**src/rtl/alu_issue_ctrl_if.sv**
```systemverilog
// Request/response handshake bundle between the register-read stage and
// the ALU issue controller. The upstream stage is the master; the
// controller is the slave.
interface alu_issue_ctrl_if;
    logic        req_valid;
    logic        req_ready;
    logic [31:0] req_instr;
    logic [31:0] req_rs;
    logic [31:0] req_rt;
    logic        rsp_valid;
    logic        rsp_ready;
    logic [31:0] rsp_z;
    logic        rsp_zero;
    logic        rsp_err;

    modport master (
        output req_valid, req_instr, req_rs, req_rt, rsp_ready,
        input  req_ready, rsp_valid, rsp_z, rsp_zero, rsp_err
    );

    modport slave (
        input  req_valid, req_instr, req_rs, req_rt, rsp_ready,
        output req_ready, rsp_valid, rsp_z, rsp_zero, rsp_err
    );
endinterface

```
**src/rtl/alu_issue_ctrl.sv**
```systemverilog
// ALU issue controller: accepts an instruction plus two register values,
// decodes the ALU op and B operand, holds the ALU inputs for SETTLE_CYCLES,
// then captures the ALU result and returns it over a valid/ready response.
module alu_issue_ctrl #(
    parameter int unsigned SETTLE_CYCLES = 1,
    parameter int unsigned CNT_W         = 4
) (
    input  logic               clk,
    input  logic               reset,
    alu_issue_ctrl_if.slave    bus,
    output logic [31:0]        alu_a,
    output logic [31:0]        alu_b,
    output logic [2:0]         alu_op,
    input  logic [31:0]        alu_z
);

    localparam logic [2:0] OP_AND = 3'b000;
    localparam logic [2:0] OP_OR  = 3'b001;
    localparam logic [2:0] OP_ADD = 3'b010;
    localparam logic [2:0] OP_SUB = 3'b110;
    localparam logic [2:0] OP_SLT = 3'b111;

    typedef enum logic [1:0] {
        IDLE   = 2'd0,
        DECODE = 2'd1,
        EXEC   = 2'd2,
        RESP   = 2'd3
    } state_e;

    typedef struct packed {
        logic        legal;
        logic [2:0]  op;
        logic [31:0] b;
    } dec_t;

    // Instruction decode: ALU op and B operand; A is always rs.
    function automatic dec_t decode(input logic [31:0] instr, input logic [31:0] rt);
        dec_t        d;
        logic [31:0] imm_sx;
        logic [31:0] imm_zx;
        imm_sx  = {{16{instr[15]}}, instr[15:0]};
        imm_zx  = {16'h0000, instr[15:0]};
        d.legal = 1'b1;
        d.op    = OP_ADD;
        d.b     = rt;
        case (instr[31:26])
            6'h00: begin
                case (instr[5:0])
                    6'h20:   d.op = OP_ADD;
                    6'h22:   d.op = OP_SUB;
                    6'h24:   d.op = OP_AND;
                    6'h25:   d.op = OP_OR;
                    6'h2A:   d.op = OP_SLT;
                    default: d.legal = 1'b0;
                endcase
            end
            6'h08:   d.b = imm_sx;
            6'h0A: begin
                d.op = OP_SLT;
                d.b  = imm_sx;
            end
            6'h0C: begin
                d.op = OP_AND;
                d.b  = imm_zx;
            end
            6'h0D: begin
                d.op = OP_OR;
                d.b  = imm_zx;
            end
            6'h23:   d.b = imm_sx;
            6'h2B:   d.b = imm_sx;
            6'h04:   d.op = OP_SUB;
            default: d.legal = 1'b0;
        endcase
        return d;
    endfunction

    state_e             state_q, state_d;
    logic               req_ready_q, req_ready_d;
    logic               rsp_valid_q, rsp_valid_d;
    logic [CNT_W-1:0]   cnt_q, cnt_d;
    logic [31:0]        instr_q, instr_d;
    logic [31:0]        rs_q, rs_d;
    logic [31:0]        rt_q, rt_d;
    logic [31:0]        alu_a_q, alu_a_d;
    logic [31:0]        alu_b_q, alu_b_d;
    logic [2:0]         alu_op_q, alu_op_d;
    logic [31:0]        rsp_z_q, rsp_z_d;
    logic               rsp_zero_q, rsp_zero_d;
    logic               rsp_err_q, rsp_err_d;
    dec_t               dec_s;
    logic               accept_s;
    logic               unused_instr_s;

    assign dec_s    = decode(instr_q, rt_q);
    assign accept_s = bus.req_valid & req_ready_q;
    // Register-specifier fields are not needed; operand values arrive separately.
    assign unused_instr_s = ^instr_q[25:16];

    // State and handshake-flag register with synchronous reset.
    always_ff @(posedge clk) begin
        if (reset) begin
            state_q     <= IDLE;
            req_ready_q <= 1'b1;
            rsp_valid_q <= 1'b0;
        end else begin
            state_q     <= state_d;
            req_ready_q <= req_ready_d;
            rsp_valid_q <= rsp_valid_d;
        end
    end

    // Datapath register: latched request, ALU drive, captured response.
    always_ff @(posedge clk) begin
        if (reset) begin
            cnt_q      <= {CNT_W{1'b0}};
            instr_q    <= 32'h0000_0000;
            rs_q       <= 32'h0000_0000;
            rt_q       <= 32'h0000_0000;
            alu_a_q    <= 32'h0000_0000;
            alu_b_q    <= 32'h0000_0000;
            alu_op_q   <= 3'b000;
            rsp_z_q    <= 32'h0000_0000;
            rsp_zero_q <= 1'b0;
            rsp_err_q  <= 1'b0;
        end else begin
            cnt_q      <= cnt_d;
            instr_q    <= instr_d;
            rs_q       <= rs_d;
            rt_q       <= rt_d;
            alu_a_q    <= alu_a_d;
            alu_b_q    <= alu_b_d;
            alu_op_q   <= alu_op_d;
            rsp_z_q    <= rsp_z_d;
            rsp_zero_q <= rsp_zero_d;
            rsp_err_q  <= rsp_err_d;
        end
    end

    // Next-state logic.
    always_comb begin
        state_d = state_q;
        case (state_q)
            IDLE: begin
                if (accept_s) state_d = DECODE;
                else          state_d = IDLE;
            end
            DECODE: begin
                if (dec_s.legal) state_d = EXEC;
                else             state_d = RESP;
            end
            EXEC: begin
                if (cnt_q == CNT_W'(1)) state_d = RESP;
                else                    state_d = EXEC;
            end
            RESP: begin
                if (bus.rsp_ready) state_d = IDLE;
                else               state_d = RESP;
            end
            default: state_d = IDLE;
        endcase
    end

    // Output and datapath next values; every register holds unless its state updates it.
    always_comb begin
        cnt_d      = cnt_q;
        instr_d    = instr_q;
        rs_d       = rs_q;
        rt_d       = rt_q;
        alu_a_d    = alu_a_q;
        alu_b_d    = alu_b_q;
        alu_op_d   = alu_op_q;
        rsp_z_d    = rsp_z_q;
        rsp_zero_d = rsp_zero_q;
        rsp_err_d  = rsp_err_q;
        case (state_q)
            IDLE: begin
                if (accept_s) begin
                    instr_d = bus.req_instr;
                    rs_d    = bus.req_rs;
                    rt_d    = bus.req_rt;
                end else begin
                    instr_d = instr_q;
                end
            end
            DECODE: begin
                if (dec_s.legal) begin
                    alu_a_d  = rs_q;
                    alu_b_d  = dec_s.b;
                    alu_op_d = dec_s.op;
                    cnt_d    = CNT_W'(SETTLE_CYCLES);
                end else begin
                    // Undecodable: report an error with a zero result; ALU inputs untouched.
                    rsp_err_d  = 1'b1;
                    rsp_z_d    = 32'h0000_0000;
                    rsp_zero_d = 1'b1;
                end
            end
            EXEC: begin
                cnt_d = cnt_q - CNT_W'(1);
                if (cnt_q == CNT_W'(1)) begin
                    rsp_z_d    = alu_z;
                    rsp_zero_d = (alu_z == 32'h0000_0000);
                    rsp_err_d  = 1'b0;
                end else begin
                    rsp_err_d  = rsp_err_q;
                end
            end
            RESP: begin
                rsp_z_d = rsp_z_q;
            end
            default: begin
                cnt_d = {CNT_W{1'b0}};
            end
        endcase
        req_ready_d = (state_d == IDLE);
        rsp_valid_d = (state_d == RESP);
    end

    assign bus.req_ready = req_ready_q;
    assign bus.rsp_valid = rsp_valid_q;
    assign bus.rsp_z     = rsp_z_q;
    assign bus.rsp_zero  = rsp_zero_q;
    assign bus.rsp_err   = rsp_err_q;
    assign alu_a         = alu_a_q;
    assign alu_b         = alu_b_q;
    assign alu_op        = alu_op_q;

endmodule

```
**src/flat_wrapper.sv**
```systemverilog
// flat-port wrapper written by rule: the top's interface ports become plain ports
module alu_issue_ctrl_flat 
#(
    parameter int unsigned SETTLE_CYCLES = 1,
    parameter int unsigned CNT_W         = 4
)
  (clk, reset, alu_a, alu_b, alu_op, alu_z, bus_req_valid, bus_req_instr, bus_req_rs, bus_req_rt, bus_rsp_ready, bus_req_ready, bus_rsp_valid, bus_rsp_z, bus_rsp_zero, bus_rsp_err);
  alu_issue_ctrl_if bus_i ();
  input  logic clk;
  input  logic reset;
  output logic [31:0] alu_a;
  output logic [31:0] alu_b;
  output logic [2:0] alu_op;
  input  logic [31:0] alu_z;
  input wire logic [$bits(bus_i.req_valid)-1:0] bus_req_valid;
  input wire logic [$bits(bus_i.req_instr)-1:0] bus_req_instr;
  input wire logic [$bits(bus_i.req_rs)-1:0] bus_req_rs;
  input wire logic [$bits(bus_i.req_rt)-1:0] bus_req_rt;
  input wire logic [$bits(bus_i.rsp_ready)-1:0] bus_rsp_ready;
  output wire logic [$bits(bus_i.req_ready)-1:0] bus_req_ready;
  output wire logic [$bits(bus_i.rsp_valid)-1:0] bus_rsp_valid;
  output wire logic [$bits(bus_i.rsp_z)-1:0] bus_rsp_z;
  output wire logic [$bits(bus_i.rsp_zero)-1:0] bus_rsp_zero;
  output wire logic [$bits(bus_i.rsp_err)-1:0] bus_rsp_err;
  assign bus_i.req_valid = bus_req_valid;
  assign bus_i.req_instr = bus_req_instr;
  assign bus_i.req_rs = bus_req_rs;
  assign bus_i.req_rt = bus_req_rt;
  assign bus_i.rsp_ready = bus_rsp_ready;
  assign bus_req_ready = bus_i.req_ready;
  assign bus_rsp_valid = bus_i.rsp_valid;
  assign bus_rsp_z = bus_i.rsp_z;
  assign bus_rsp_zero = bus_i.rsp_zero;
  assign bus_rsp_err = bus_i.rsp_err;
  alu_issue_ctrl #(.SETTLE_CYCLES(SETTLE_CYCLES), .CNT_W(CNT_W)) u_core (.clk(clk), .reset(reset), .bus(bus_i), .alu_a(alu_a), .alu_b(alu_b), .alu_op(alu_op), .alu_z(alu_z));
endmodule
```
**config.mk**
```make
export PLATFORM = sky130hd
export DESIGN_NAME = alu_issue_ctrl_flat
export DESIGN_NICKNAME = d
export VERILOG_FILES = /design/src/rtl/alu_issue_ctrl_if.sv /design/src/rtl/alu_issue_ctrl.sv /design/src/flat_wrapper.sv
export SDC_FILE = /design/constraint.sdc
export NUM_CORES = 1
export LEC_CHECK = 0
export CAP_MARGIN = 20
export CELL_PAD_IN_SITES_DETAIL_PLACEMENT = 2
export CELL_PAD_IN_SITES_GLOBAL_PLACEMENT = 2
export CORE_MARGIN = 2
export CORE_UTILIZATION = 24
export DETAILED_ROUTE_END_ITERATION = 8
export MAX_ROUTING_LAYER = met4
export PLACE_DENSITY = 0.8
export SLEW_MARGIN = 10
export SYNTH_ARGS = -nofsm -noshare
export SYNTH_HDL_FRONTEND = slang
export SYNTH_SLANG_ARGS = --single-unit
```
**constraint.sdc**
```tcl
create_clock -name clk -period 1.9 [get_ports clk]
set_input_delay 0.19 -clock clk [delete_from_list [all_inputs] [get_ports clk]]
set_output_delay 0.19 -clock clk [all_outputs]
set_load 0.005 [all_outputs]
```
== Word-level counts from Yosys, hierarchy flattened ==
Index checks and enable logic that the tools add are counted.

* Flip-flop bits (word level): 205
* Input port bits: 132
* Logic and storage cells: 68

* $add $sub $neg: 1
* Eq/ne operators: 20
* Mux-type cells: 20
* Bitwise operators: 1
* Reduce and logical (&&, ||, !) cells: 13

{| class="wikitable"
|+ Operator list
! cell !! count
|-
| case mux 32 bit (2 select lines) || 2
|-
| 2-to-1 mux 32 bit || 2
|-
| == test 6 bit (second input constant) || 7
|-
| logical NOT 32 bit || 1
|-
| == test 6 x 4 -> 1 bit (second input constant) || 4
|-
| case mux 3 bit (5 select lines) || 1
|-
| case mux 3 bit (4 select lines) || 1
|-
| case mux 2 bit (4 select lines) || 1
|-
| case mux 4 bit (2 select lines) || 1
|-
| 2-to-1 mux 1 bit || 7
|-
| OR reduction 7 bit || 1
|-
| == test 2 bit (second input constant) || 3
|-
| == test 6 x 3 -> 1 bit (second input constant) || 1
|-
| logical NOT 6 bit || 1
|-
| case mux 1 bit (2 select lines) || 3
|-
| AND reduction 2 bit || 3
|-
| OR reduction 5 bit || 1
|-
| == test 4 x 1 -> 1 bit (second input constant) || 1
|-
| logical NOT 2 bit || 2
|-
| 2-to-1 mux 4 bit || 1
|-
| != test 2 x 1 -> 1 bit (second input constant) || 2
|-
| OR reduction 4 bit || 1
|-
| subtractor 4 x 1 -> 4 bit (second input constant) || 1
|-
| AND reduction 3 bit || 1
|-
| other kinds (6) || 6
|}

== Logic depth before layout (Yosys ltp) ==
* Depth after elaboration: 7
* Gate-level depth with buffers: 9
* Depth with buffers taken out: 7

== Least setup slack after synthesis ==
OpenSTA, ideal clock, no wires.

* Path kind: register -> register
* Start point: register u_core.instr_q[27]
* End point: register u_core.rsp_z_q[10], in the netlist u_core.bus.rsp_z[10]
* Arrival time: 1.860 ns
* Data required time: 1.783 ns
* Setup slack: -0.077 ns
* Stages on the path, launching flop included: 10
* Period minus slack after synthesis: 1.977 ns
* Path through: dfxtp_1 buf_2 nor4b_2 and4bb_1 and3_1 o21a_1 buf_4 nor4_4 buf_4 a22o_1

* Word-level cells in the longest chain between the ends: 5
* Elaborated cells between the ends (all ways): 12

{| class="wikitable"
|+ Ends and longest elaborated chain
! item !! RTL line !! source
|-
| start, declared || alu_issue_ctrl.sv:82 || <nowiki>logic [31:0] instr_q, instr_d;</nowiki>
|-
| start signal, assigned || alu_issue_ctrl.sv:128 || <nowiki>instr_q <= instr_d;</nowiki>
|-
| == test 6 x 4 -> 1 bit (tied with other cells) || alu_issue_ctrl.sv:46 || <nowiki>case (instr[31:26])</nowiki>
|-
| OR reduction 7 bit (no source line) || -- ||
|-
| case mux 1 bit (2 select lines) * || alu_issue_ctrl.sv:46 ||
|-
| != test 2 bit (no source line) * || -- ||
|-
| AND reduction 3 bit (no source line) * || -- ||
|-
| end signal, assigned || alu_issue_ctrl.sv:134 || <nowiki>rsp_z_q <= rsp_z_d;</nowiki>
|-
| end, declared || alu_issue_ctrl.sv:88 || <nowiki>logic [31:0] rsp_z_q, rsp_z_d;</nowiki>
|}

Mark *: on every way between the ends. The rest lies on a longest branch, timed or not.
A chain may end at the register's enable or synchronous reset.

== Final worst setup path ==
* Start point: register u_core.instr_q[28]
* End point: register u_core.alu_op_q[2], in the netlist u_core.alu_op[2]

* Word-level cells in the longest chain between the ends: 4
* Elaborated cells between the ends (all ways): 12

{| class="wikitable"
|+ Ends and longest elaborated chain
! item !! RTL line !! source
|-
| == test 6 x 4 -> 1 bit (tied with other cells) || alu_issue_ctrl.sv:46 ||
|-
| OR reduction 7 bit (no source line) || -- ||
|-
| case mux 1 bit (2 select lines) || alu_issue_ctrl.sv:46 ||
|-
| AND reduction 2 bit (no source line) || -- ||
|-
| end signal, assigned || alu_issue_ctrl.sv:133 || <nowiki>alu_op_q <= alu_op_d;</nowiki>
|-
| end, declared || alu_issue_ctrl.sv:87 || <nowiki>logic [2:0] alu_op_q, alu_op_d;</nowiki>
|}

Several ways; a longest one is shown, not always the timed one.

==> metrics <==
Leak about 4.4 nW; Layout area overhead 57.1%; TritonCTS Sinks 195; CTS tree built; Final Skew around 0.015 ns; Ports 235; hold violation total from the final report 0; Critical Path End Type flop; Critical Path AT between 2 and 2.5 ns; r2r startpoint u_core.instr_q[28]; Final period util 107%; initial antenna violation count 6; ys flop type dfxtp_1; maximum achievable frequency 491 MHz; RSZ-0062 raised after global routing yes; DIE WIDTH approximately 180 microns; relative slew slack a little over half; Rows 63; Power Dens Cells ~1200 mW/mm^2; status finished, violations left; Final Net Count 1202; placed insts 1414; GRT Residual Overflow 0; Hold Path Origin reset; Mean Syn Cell Area 8.96 sq um; RR Endpoint u_core.alu_op[2]; port buffer count 224; area leader, netlist dfxtp_1; routed via count 6894; Mapped Cells 816; hold buffers post-CTS 0; Final Max Tran Viols 0; Via density 4.68; WHS Path Cells 2; synthesized flop and latch total 195; post-synthesis cell area 0.00731 sq mm; setup_tns -4.18 ns; Post-DRT Antenna Nets 0; violated checks setup timing; Syn Nets 955; PnR worst setup slack -0.136 ns; Num CTS Buffers 17; synth warn 0; root buf cell clkbuf_16; Final Critical Period 2.04 ns; post-synth cell types 44; worst min path class in2reg; Starting Density approximately 25%; CTS max path bufs 2; Setup Crit Path Kind reg2reg; reg-to-reg slack, setup -0.14 ns; EDFF count, synth 0; worst-path maximum fanout 8; required time of the critical path 2.19 ns; Worst Reg-to-Reg Cells 8; Tot GR Track Use roughly 17%; DRT Pass-1 Iters 4; CTS clk-pin slew, worst paths around 0.080 ns; ys async rst share 0%; Placeable Area 0.0298 sq mm; share of Yosys cell area claimed by the top area cell type 53.4%; Seq/Total Area, Yosys 53.4%; ranking of synthesized cells by area dfxtp_1, nand2_1, a21oi_1; layout cell share with drive strength beyond 1 14.5%; # H-tree levels 4; Worst setup SP type flop; setup violators final 90; DRC Markers 0; Clk Latency, worst-skew pair 0.44 ns; Synth top cells by count dfxtp_1, nand2_1, a21oi_1; Final Power around 13 mW; wire per inst 18.3 microns; hold path endpoint u_core.alu_a[26]; wirelength, routed 27.0 mm; Die Y 179 microns; worst vdd ir 0.707 mV; worst slew pin tran 0.689 ns; initial drt markers 219; maxcap violations 0; final core utilization 38.6%; Die ar. approximately 0.032 sq mm; vias in the first global route between 7k and 8k; routability cong. 0.749; first-pass GRT wire length 40.6 mm; pin count of the biggest net entering global routing 74; most common cell in the netlist dfxtp_1; Post-DP HPWL 18.4 mm; Non-Filler Instances 1473
critical path, stage by stage (launching register included):
cell      delay (ns)
dfxtp_4         0.38
nor4b_4         0.29
and4bb_1        0.25
and3_4          0.22
o21a_4          0.20
buf_12          0.16
buf_8           0.12
mux2i_1         0.21
nor2_1          0.06
metal layers:
metal  part of all wire, %  up-vias  track usage, %
li1                      -     3312               -
met1                    42     3399            18.8
met2                    50      150            29.1
met3                   6.3       33            5.31
met4                   1.7        0            5.28
met5                     0        -               -
repair_timing:
| item | CTS | global route |
|---|---|---|
| pin swaps | 12 | 21 |
| gates cloned | 2 | 3 |
| endpoints found under the setup margin | 105 | 106 |
| gates resized for setup | 19 | 59 |
| setup buffers | 11 | 6 |
| hold endpoints to repair | 0 | 0 |
worst max-delay path by stage:
stage,startpoint,to,slack [ns]
finish,u_core.instr_q[28],u_core.alu_op[2],-0.14
CTS,u_core.instr_q[27],u_core.alu_b[12],-0.05
detailed placement,u_core.instr_q[28],u_core.bus.req_ready,-0.32
floorplan,u_core.instr_q[27],u_core.bus.rsp_z[10],0.005
global route,u_core.instr_q[28],u_core.alu_op[2],-0.21
global placement,u_core.instr_q[28],u_core.bus.req_ready,-0.22
through the flow:
step	hold WS, ns	setup WS (ns)	instance area (sq um)
after floorplan	0.323	0.00534	7330
after global placement	0.441	-0.225	10300
after detailed placement	0.449	-0.319	10300
after CTS	0.0951	-0.0535	11100
after global routing	0.120	-0.210	11500
final	0.104	-0.136	11500
cells in the final DEF (no fill, tap or decap), drive strengths merged, types with 10 or more instances in the layout:
master and n:
buf 63, clkbuf 20, nand2 182, clkdlybuf4s50 223, a211oi 32, dfxtp 195
mux2i 49, nor4 10, inv 14, nor2 77, a22o 33, a21oi 108
registers in the layout, summed over array words and instances (netlist names):
register	count
u_core.cnt_q	4
u_core.bus.rsp_z	32
u_core.state_q	2
u_core.alu_a	32
u_core.bus.rsp_zero	1
u_core.bus.rsp_err	1
u_core.bus.rsp_valid	1
u_core.alu_op	3
u_core.rs_q	32
u_core.rt_q	32
u_core.alu_b	32
u_core.instr_q	22
u_core.bus.req_ready	1
cells by family (layout without fill, tap and decap cells):
group                    count (synthesis)  count (layout)  share of synthesized area [%]
AND/OR/NAND/NOR                        301             301                           17.7
AO/OA/AOI/OAI                          195             195                           16.9
flip-flops                             195             195                           53.4
buffers and inverters                   69             329                           4.16
multiplexers                            49              49                           6.71
adder cells (fa/ha/maj)                  7               7                           1.20
other                                    0               7                              0
cell type report:
type,instances,area [sq um]
clock inverter,15,173
clock buffer,17,425
timing repair buffer,289,3060
antenna,7,17.5
multi-input combinational,552,3380
inverter,8,30.0
tap,390,488
fill,3245,18300
sequential,195,3920
where the power goes:
group / switching [mW] / leakage (nW) / internal (mW) / total, mW
clock network: 1.82 / 0.286 / 1.88 / 3.70
registers: 0.429 / 1.59 / 4.69 / 5.12
logic: 2.33 / 2.50 / 2.11 / 4.43
total: 4.57 / 4.37 / 8.68 / 13.3
Power figures use the tool's default switching activity.
